`src/rtl/hazard_ctrl.sv`:
```
// hazard_ctrl: hazard and stall controller for the 5-stage pipelined ARM
// datapath.
//
// It produces:
//   - the execute-stage bypass selects for operands A, B and C;
//   - load-use stalls;
//   - flushes for R15 writes and for early (decode-stage) branches;
//   - the freeze/bubble sequence for multi-cycle execute operations.
//
// A multi-cycle operation (long multiply, multiply-accumulate) stays in E for
// MC_CYCLES cycles. While it is there, F/D/E are frozen and M receives bubbles.
//
// Parameters:
//   MC_CYCLES  cycles a multi-cycle op occupies E (1..16)
//   CW         width of the sequencer counter (2^CW >= MC_CYCLES)
//
// Ports:
//   clk, reset                       clock, synchronous active-high reset
//   Match_{1,2,3}E_{M,W}             E-stage source matches an M/W destination
//   Match_12D_E                      a D-stage source matches the E destination
//   RegWriteE/M/W                    per-stage destination write enables
//   MemtoRegE                        the instruction in E is a load
//   PCSrcD/E/M/W                     the instruction in that stage writes R15
//   BranchTakenD                     early branch resolved taken in decode
//   MultiCycleE                      the instruction in E is a multi-cycle op
//   ForwardAE/BE/CE                  00 reg file, 01 ResultW, 10 ALUOutM
//   StallF/D/E                       hold PC, D register, E register
//   FlushD/E/M                       bubble the D/E/M pipeline registers
//   TakeBranchD                      qualified branch select for the PC mux
//   BusyE                            multi-cycle sequencer active
module hazard_ctrl #(
  parameter int MC_CYCLES = 3,
  parameter int CW        = 4
) (
  input  logic       clk,
  input  logic       reset,
  input  logic       Match_1E_M,
  input  logic       Match_1E_W,
  input  logic       Match_2E_M,
  input  logic       Match_2E_W,
  input  logic       Match_3E_M,
  input  logic       Match_3E_W,
  input  logic       Match_12D_E,
  input  logic       RegWriteE,
  input  logic       RegWriteM,
  input  logic       RegWriteW,
  input  logic       MemtoRegE,
  input  logic       PCSrcD,
  input  logic       PCSrcE,
  input  logic       PCSrcM,
  input  logic       PCSrcW,
  input  logic       BranchTakenD,
  input  logic       MultiCycleE,
  output logic [1:0] ForwardAE,
  output logic [1:0] ForwardBE,
  output logic [1:0] ForwardCE,
  output logic       StallF,
  output logic       StallD,
  output logic       StallE,
  output logic       FlushD,
  output logic       FlushE,
  output logic       FlushM,
  output logic       TakeBranchD,
  output logic       BusyE
);

  typedef enum logic {IDLE = 1'b0, BUSY = 1'b1} mc_state_t;

  // The first cycle of an op is spent in IDLE. The counter therefore covers
  // only the remaining MC_CYCLES-1 cycles, and the last of those is the
  // non-stalled cycle on which the op leaves E.
  localparam logic [CW-1:0] CNT_LOAD = (MC_CYCLES > 1) ? CW'(MC_CYCLES - 2) : '0;

  mc_state_t     state, state_next;
  logic [CW-1:0] cnt, cnt_next;
  logic          mc_stall;
  logic          ldr_stall;
  logic          pc_wr_pending;
  logic          stall_d;
  logic          take_branch;

  // ALUOutM has priority over ResultW because it is the younger value.
  function automatic logic [1:0] fwd_sel(input logic match_m, input logic match_w,
                                         input logic wr_m, input logic wr_w);
    if (match_m && wr_m)      return 2'b10;
    else if (match_w && wr_w) return 2'b01;
    else                      return 2'b00;
  endfunction

  // Multi-cycle sequencer state register.
  // Reset aborts any sequence that is in flight.
  always_ff @(posedge clk) begin
    if (reset) begin
      state <= IDLE;
      cnt   <= '0;
    end else begin
      state <= state_next;
      cnt   <= cnt_next;
    end
  end

  // Sequencer next state and stall request.
  // In BUSY, MultiCycleE is ignored: the op that started the sequence is
  // still the one held in E.
  always_comb begin
    state_next = state;
    cnt_next   = cnt;
    mc_stall   = 1'b0;
    case (state)
      IDLE: begin
        if (MultiCycleE && (MC_CYCLES > 1)) begin
          mc_stall   = 1'b1;
          state_next = BUSY;
          cnt_next   = CNT_LOAD;
        end
      end
      BUSY: begin
        if (cnt != '0) begin
          mc_stall = 1'b1;
          cnt_next = cnt - CW'(1);
        end else begin
          state_next = IDLE;
        end
      end
      default: state_next = IDLE;
    endcase
  end

  // Hazard outputs.
  // Decode-side flushes are suppressed while D is stalled, so that a stalled
  // branch or redirect resolves again once D is released.
  // E is never cleared while it holds a multi-cycle op.
  always_comb begin
    ldr_stall     = Match_12D_E & MemtoRegE & RegWriteE;
    pc_wr_pending = PCSrcD | PCSrcE | PCSrcM;
    stall_d       = ldr_stall | mc_stall;
    take_branch   = BranchTakenD & ~stall_d;

    ForwardAE   = 2'b00;
    ForwardBE   = 2'b00;
    ForwardCE   = 2'b00;
    StallF      = 1'b0;
    StallD      = 1'b0;
    StallE      = 1'b0;
    FlushD      = 1'b0;
    FlushE      = 1'b0;
    FlushM      = 1'b0;
    TakeBranchD = 1'b0;
    BusyE       = 1'b0;

    if (!reset) begin
      ForwardAE   = fwd_sel(Match_1E_M, Match_1E_W, RegWriteM, RegWriteW);
      ForwardBE   = fwd_sel(Match_2E_M, Match_2E_W, RegWriteM, RegWriteW);
      ForwardCE   = fwd_sel(Match_3E_M, Match_3E_W, RegWriteM, RegWriteW);
      StallE      = mc_stall;
      StallD      = stall_d;
      StallF      = stall_d | pc_wr_pending;
      FlushM      = mc_stall;
      FlushE      = (ldr_stall | take_branch) & ~mc_stall;
      TakeBranchD = take_branch;
      FlushD      = (pc_wr_pending | PCSrcW | take_branch) & ~stall_d;
      BusyE       = (state == BUSY) | mc_stall;
    end
  end

endmodule

```
`config.mk`:
```
export PLATFORM = sky130hd
export DESIGN_NAME = hazard_ctrl
export DESIGN_NICKNAME = d
export VERILOG_FILES = /design/src/rtl/hazard_ctrl.sv
export SDC_FILE = /design/constraint.sdc
export NUM_CORES = 1
export LEC_CHECK = 0
export ABC_AREA = 1
export CAP_MARGIN = 20
export CORE_AREA = 3 3 40 42
export CTS_CLUSTER_SIZE = 16
export DETAILED_ROUTE_END_ITERATION = 16
export DIE_AREA = 0 0 43 45
export DONT_BUFFER_PORTS = 1
export GPL_TIMING_DRIVEN = 0
export PLACE_DENSITY_LB_ADDON = 0.1
export SLEW_MARGIN = 20
export SYNTH_ARGS = -nofsm -noshare
export SYNTH_HDL_FRONTEND = slang
export SYNTH_SLANG_ARGS = --single-unit
```
`constraint.sdc`:
```
create_clock -name clk -period 1.8 [get_ports clk]
set_clock_uncertainty 0.1 [all_clocks]
set_input_delay 0.36 -clock clk [delete_from_list [all_inputs] [get_ports clk]]
set_output_delay 0.36 -clock clk [all_outputs]
set_load 0.005 [all_outputs]
```
---- Word-level counts from Yosys, hierarchy flattened ----
Index checks and enable logic that the tools add are counted.
operators by class
  mux-type cells .......................... 22
  reductions and logical operators ........ 8
  add/sub/neg operators ................... 1
  eq/ne operators ......................... 2
  bitwise gates (word level) .............. 16
operators with widths
  kind                                              number
  two-way mux 1 bit                                 12
  two-way mux 2 bit                                 6
  two-way mux 4 bit                                 2
  OR 1 bit                                          8
  case mux 4 bit (2 select lines)                   1
  logical AND 1 bit                                 6
  bitwise AND 1 bit                                 5
  nonzero test 4 bit                                1
  subtractor 4 x 1 -> 4 bit, second input constant  1
  NOT 1 bit                                         3
  != test 2 x 1 -> 1 bit, second input constant     1
  != test 2 bit, second input constant              1
  case mux 1 bit (2 select lines)                   1
  AND reduction 2 bit                               1
storage, ports and cells
  output and inout port bits .............. 14
  flip-flop bits (word level) ............. 5
  logic and storage cells ................. 51
  input port bits ......................... 19

---- Depth between registers and ports, before layout ----
Gate-level depths: netlist (run 1).
  word-level depth ........................ 9
  mapped depth ............................ 9
  depth with buffers taken out ............ 9

---- Least setup slack after synthesis (run 1) ----
OpenSTA, ideal clock, no wires.
  kind .................................... register to output
  from .................................... register cnt[0]
  to ...................................... output StallE
  data arrival time ....................... 1.142 ns
  required time ........................... 1.340 ns
  slack ................................... 0.198 ns
  stages on the path, launching flop included .. 9
  path buffers ............................ 1
  cells stage by stage .................... dfxtp_1 > inv_1 > ha_1 > nand2_1 > inv_2 > nand2_4 > nand2_4 > nor2_1 > buf_4
between the ends
  cells in the longest elaborated chain, start to end .. 4
RTL lines
  item                             RTL line  text
  start, declared                  75        logic [CW-1:0] cnt, cnt_next;
  start signal, assigned           98        cnt <= cnt_next;
  nonzero test 4 bit               118       if (cnt != '0) begin
  two-way mux 1 bit                118
  case mux 1 bit (2 select lines)  109       case (state)
  two-way mux 1 bit                -
  end, declared                    59        output logic StallE,
Every way passes these cells.

---- Final worst setup path (run 1) ----
Same ends and word-level chain as after synthesis.

==> results of run 1 <==
timing repair:
| item | CTS | global route |
|---|---|---|
| pin swaps | 2 | 2 |
| setup endpoints to repair | 7 | 5 |
| buffers inserted | 2 | 3 |
| resized for setup | 9 | 6 |
routing by layer:
| metal | wire length [µm] | global-route usage | part of all wire |
|---|---|---|---|
| met5 | 0 | 0 | 0 |
| met4 | 19 | 0.0542 | 0.020 |
| met3 | 97 | 0.0120 | 0.10 |
| met2 | 460 | 0.186 | 0.49 |
| met1 | 371 | 0.108 | 0.39 |
through the flow:
stage	util	cell area (µm²)	TNS (ps)	instances	hold slack [ps]
2_1_floorplan	-	424	0	67	375
4_1_cts	0.397	510	0	88	234
3_3_place_gp	0.345	443	0	82	413
6_report	0.436	561	0	91	244
5_1_grt	0.436	561	-8.24	91	258
3_5_place_dp	0.345	443	0	82	411
flip-flops by register name, indices dropped and copies added, names as in the netlist:
signal and cells:
cnt 4, state 1
worst max-delay path: stages (launching register included):
cell     delay [ps]
dfxtp_2         350
inv_4            50
ha_4            140
nand2_2          50
inv_2            40
nand2_4          80
nand2_8          70
nor2_4          120
buf_6           110
how the worst min path moves through the flow:
stage | endpoint | startpoint | cells after the start | slack [ps]
2_1_floorplan | cnt[0] | cnt[0] | 2 | 370
3_3_place_gp | cnt[0] | cnt[0] | 2 | 410
3_5_place_dp | cnt[3] | cnt[3] | 2 | 410
4_1_cts | cnt[3] | MultiCycleE | 3 | 230
5_1_grt | cnt[3] | MultiCycleE | 3 | 260
6_report | cnt[3] | MultiCycleE | 3 | 240
logic make-up (layout without fill, tap and decap cells):
logic type	Yosys count	count (layout)	synth area share
flops	5	5	0.236
fa+ha+maj	2	2	0.0590
compound gates	9	9	0.136
buf+inv	11	20	0.109
simple gates	40	40	0.460
placed cells by master, fill, tap and decap left out, types with 2 or more instances in the layout:
cell type | netlist | layout
inv_1 | 6 | 4
nor2_1 | 13 | 11
buf_4 | 1 | 5
dfxtp_2 | 0 | 2
nand3_1 | 3 | 3
nand2_2 | 2 | 3
dfxtp_1 | 5 | 3
nand2_1 | 12 | 11
nor3_1 | 2 | 2
inv_2 | 3 | 4
clkbuf_4 | 0 | 3
nand4_1 | 2 | 2
a21oi_2 | 1 | 2
a21oi_1 | 5 | 4
nor2_2 | 2 | 3
final cells by class:
cell class	count	area, µm²	share of cell area
Sequential cell	5	103	0.183
Timing Repair Buffer	5	37.5	0.0670
Inverter	9	36.3	0.0647
Clock buffer	4	26.3	0.0469
Tap cell	15	18.8	0.0335
Buffer	2	16.3	0.0290
Multi-Input combinational cell	51	323	0.576
power by group through the flow:
stage	logic (W)	clock network (W)	registers, W
3_5_place_dp	0.000133	0	0.000138
3_3_place_gp	0.000133	0	0.000139
6_report	0.000176	0.000132	0.000140
4_1_cts	0.000158	0.000137	0.000138
5_1_grt	0.000200	0.000140	0.000142
2_1_floorplan	0.000115	0	0.000136
==> reports/results.tsv, run 1 <==
stage	metric	value	unit
run_status	outcome	finished clean	
power	ir_drop	0.218	mV
detailed_routing	vias_per_cell	5.05	
detailed_routing	wl	947	µm
cts	hold_buffers	0	
synth	synth_most_common_cell	nor2_1	
sta	hold_violations	0	
detailed_routing	wl_per_cell	10.4	µm
run	drv_cap	0	
synth	yosys.area.top_type_share	0.236	
synth	synth.distinct_cells	21	
synth	yosys-top-cells-count	nor2_1, nand2_1, inv_1	
power	leakagePower	0.249	nW
floorplan	die_h	45	µm
sta	relSlewSlack	0.814	
power	switchingPower	0.000161	W
synth	async_reset_ff_frac	0	
floorplan	row_count	13	
worst_setup_path	startpoint	cnt[0]	
synth	synthFlopType	dfxtp_1	
grt	track_usage	0.0990	
placed_design	pre_cts_slack	62.7	ps
worst_setup_path	endpoint_kind	output pin	
detailed_routing	dr.pass1.iters	2	
synth	yosys-top-cells-area	dfxtp_1, nor2_1, nand2_1	
synth	syn_area	424	µm²
worst_setup_path	reg2reg_slack	410	ps
synth	yosysWarnings	0	
grt	overflow	0	
cells_and_area	insertedDiodeCount	0	
sta	setup_violations	0	
synth	synth-seq-area-share	0.236	
synth	synth-seq-cells	5	
placed_design	port_buffers	0	
cells_and_area	final_nets	98	
cts	clk_path_buf_depth	2	
grt	grt_max_degree	11	
worst_setup_path	r2r_cells	10	
sta	min_period	1720	ps
floorplan	num_io_pins	33	
cts	clock-root-buffer	clkbuf_4	
power	netSwitchingFraction	0.359	
worst_setup_path	arrival	1260	ps
power	power.density	800	nW/µm²
detailed_routing	antenna_left	0	
synth	avgSynthCellArea	6.33	µm²
floorplan	core_area	1280	µm²
power	p_int	0.000287	W
floorplan	initial_utilization	0.330	
worst_setup_path	worstReg2RegStart	cnt[0]	
cells_and_area	syn_to_final_growth	32.2	%
sta	slew_viol_final	0	
cts	cts_sinks	5	
placed_design	dp_hpwl	768	µm
sta	period_share	0.955	
floorplan	fp.dieArea	1940	µm²
power	comb_power_share	0.393	
cts	clk_latency	240	ps
worst_setup_path	cp-start-kind	register	
cells_and_area	drive_above_1_share	0.408	
cells_and_area	fill_cells	135	
power	power	0.000448	W
synth	syn_nets	88	
sta	max_freq	582	MHz
worst_setup_path	required	1340	ps
grt	grt_pass1_wl	1470	µm
worst_setup_path	crit_type	register to output pin	
worst_setup_path	cp_max_fo	6	
worst_setup_path	crit_path_end	StallE	
grt	grt_pass1_vias	389	
cts	cts_tree	built	
cts	htreeDepth	1	
detailed_routing	first_iter_violations	3	
power	pwr-share-seq	0.312	
synth	netlist_instances	67	
detailed_routing	drcViolationCount	0	
grt	antenna_found_initial	0	
cts	clkTransAtPathRegs	50	ps
sta	tightest_slew	277	ps
placed_design	place_congestion	0.699	
power	p_clk_frac	0.294	
synth	synth_top_cell_by_area	dfxtp_1	
min_path	hold_class	input port to register	
detailed_routing	vias	460	
cts	cts_buffers	3	
sta	setup_slack	81.1	ps
floorplan	die_w	43	µm
synth	synth-edff-count	0	
worst_setup_path	reg2reg_to	cnt[0]	
Power figures use the tool's default switching activity.
==> run 2, diff against run 1 <==
--- a/config.mk
+++ b/config.mk
@@ -12,7 +12,6 @@
 export DETAILED_ROUTE_END_ITERATION = 16
 export DIE_AREA = 0 0 43 45
 export DONT_BUFFER_PORTS = 1
-export GPL_TIMING_DRIVEN = 0
 export PLACE_DENSITY_LB_ADDON = 0.1
 export SLEW_MARGIN = 20
 export SYNTH_ARGS = -nofsm -noshare
==> constraint.sdc (replaced) <==
create_clock -name clk -period 2.2 [get_ports clk]
set_clock_uncertainty 0.1 [all_clocks]
set_input_delay 0.44 -clock clk [delete_from_list [all_inputs] [get_ports clk]]
set_output_delay 0.44 -clock clk [all_outputs]
set_load 0.005 [all_outputs]
==> run 2 against run 1 <==
Against the previous run:
- first-iteration DRC count down 67%
- total power down 28%
- global-route usage up 0.81 points
- non-clock buffer count down 7
- critical path depth down 1
- sequential share of layout area up 3.6 points
- setup slack better by 210 ps
- clock power down 17%
- sequential power down 20%
==> reports/results.tsv, run 2 (synthesis results as in run 1) <==
stage	metric	value	unit	change
cells_and_area	reg_top3	cnt: 4 flops, state: 1 flops		unchanged
detailed_routing	first_iter_violations	1		was 3
sta	max_freq	523	MHz	
cts	cts_setup_buffers	0		was 2
grt	grt_pass1_vias	396		was 389
cells_and_area	insertedDiodeCount	0		unchanged
worst_setup_path	worst_path_most_repeated_cell	nand2_4		
cts	clock-root-buffer	clkbuf_4		unchanged
cts	clk_path_buf_depth	2		unchanged
cts	hold_buffers	0		unchanged
detailed_routing	wl	933	µm	was 947 µm
floorplan	die_h	45	µm	unchanged
cts	ctsResizeCount	0		was 9
detailed_routing	wl_per_cell	11.1	µm	was 10.4 µm
grt	grt_max_degree	11		unchanged
worst_setup_path	startpoint	cnt[0]		unchanged
worst_setup_path	crit_type	register to output pin		unchanged
worst_setup_path	cp-start-kind	register		unchanged
sta	tns	0	ps	unchanged
cells_and_area	largest_reg_flops	4		unchanged
min_path	hold_class	input port to register		unchanged
floorplan	fp.dieArea	1940	µm²	unchanged
grt	grt_pass1_wl	1490	µm	was 1470 µm
sta	tightest_slew	298	ps	was 277 ps
cells_and_area	drive_above_1_share	0.217		was 0.408
cells_and_area	top_register	cnt		unchanged
worst_setup_path	cp_max_fo	6		unchanged
placed_design	port_buffers	0		unchanged
cells_and_area	stdcell_area	457	µm²	was 561 µm²
cts	htreeDepth	1		unchanged
detailed_routing	vias	441		was 460
cells_and_area	final_cell_mix	nor2_1, nand2_1, inv_1		was nand2_1, nor2_1, buf_4
floorplan	die_w	43	µm	unchanged
cts	cts_tree	built		unchanged
sta	rsz0062_at_grt	no		
sta	hold_violations	0		unchanged
detailed_routing	dr.pass1.iters	3		was 2
worst_setup_path	crit_path_end	StallE		unchanged
worst_setup_path	arrival	1370	ps	was 1260 ps
detailed_routing	antenna_left	0		unchanged
cts	clk_latency	250	ps	was 240 ps
sta	period_share	0.868		
detailed_routing	drcViolationCount	0		unchanged
worst_setup_path	worstReg2RegStart	cnt[0]		unchanged
floorplan	row_count	13		unchanged
sta	setup_violations	0		unchanged
power	power.density	705	nW/µm²	was 800 nW/µm²
cells_and_area	final_nets	91		was 98
placed_design	place_congestion	0.664		was 0.699
power	leakagePower	0.212	nW	was 0.249 nW
worst_setup_path	required	1660	ps	was 1340 ps
grt	overflow	0		unchanged
sta	relSlewSlack	0.800		was 0.814
sta	min_period	1910	ps	
worst_setup_path	reg2reg_slack	880	ps	was 410 ps
cells_and_area	layout_commonest_cell	nor2_1		
worst_setup_path	max_stage_delay	340	ps	was 350 ps
worst_setup_path	worst_path_max_delay_cell	dfxtp_1		was dfxtp_2
run_status	outcome	finished clean		unchanged
power	ir_drop	0.190	mV	was 0.218 mV
cts	clkTransAtPathRegs	50	ps	about the same
worst_setup_path	cp_cell_sequence	inv_1 -> ha_1 -> nand2_1 -> inv_2 -> nand2_4 -> nand2_4 -> nor2_1		was inv_4 -> ha_4 -> nand2_2 -> inv_2 -> nand2_4 -> nand2_8 -> nor2_4 -> buf_6
cells_and_area	final_util	0.355		was 0.436
cells_and_area	syn_to_final_growth	7.67	%	was 32.2%
run	drv_cap	0		unchanged
cts	cts_buffers	3		unchanged
floorplan	initial_utilization	0.330		unchanged
worst_setup_path	endpoint_kind	output pin		unchanged
floorplan	num_io_pins	33		unchanged
worst_setup_path	r2r_cells	7		was 10
worst_setup_path	reg2reg_to	state		was cnt[0]
sta	slew_viol_final	0		unchanged
grt	track_usage	0.107		was 0.0990
floorplan	core_area	1280	µm²	unchanged
detailed_routing	vias_per_cell	5.25		was 5.05
placed_design	dp_hpwl	819	µm	was 768 µm
placed_design	placed_area	430	µm²	was 443 µm²
cts	cts_sinks	5		unchanged
grt	antenna_found_initial	0		unchanged
[run 2: changes by cell type in the layout (fill, tap and decap cells not counted), moves of 2 or more]
| cell | change |
|---|---|
| inv_1 | +2 |
| dfxtp_1 | +2 |
| buf_4 | -5 |
| nor2_1 | +2 |
| dfxtp_2 | -2 |
[run 2: final cells by class]
class / instances / area (µm²)
Clock buffer: 4 / 26.3
Fill cell: 157 / 828
Inverter: 9 / 33.8
Multi-Input combinational cell: 51 / 278
Sequential cell: 5 / 100
Tap cell: 15 / 18.8
[run 2: metal layers]
metal / wire length (µm) / up-vias / track usage
li1: - / 217 / -
met1: 324 / 192 / 0.0907
met2: 463 / 28 / 0.201
met3: 112 / 4 / 0.0239
met4: 33 / 0 / 0.108
met5: 0 / - / 0
[run 2: where the power goes]
group	internal [W]	switching, W	total, W
clock	0.0000688	0.0000406	0.000109
combinational	0.0000371	0.0000638	0.000101
sequential	0.000102	0.00000955	0.000112
total	0.000208	0.000114	0.000322
[run 2: through the flow]
step	hold WS (ps)	power (W)	setup WS, ps	cells
detailed placement	408	0.000217	525	80
finish	214	0.000322	290	84
floorplan	375	0.000205	518	67
global route	215	0.000352	149	84
CTS	210	0.000330	259	84
global placement	404	0.000218	549	80
[run 2: how the worst min path moves through the flow]
stage	startpoint	end	slack, ps	cells past startpoint
4_1_cts	reset	state	210	1
3_5_place_dp	cnt[0]	cnt[0]	410	2
3_3_place_gp	cnt[0]	cnt[0]	400	2
6_report	reset	state	210	1
5_1_grt	reset	state	220	1
2_1_floorplan	cnt[0]	cnt[0]	370	2
[run 2: critical path, delay by kind of cell, from the launching register on]
family	cells	cell delay (ps)
flops	1	340
fa+ha+maj	1	200
buf+inv	2	130
simple gates	4	450
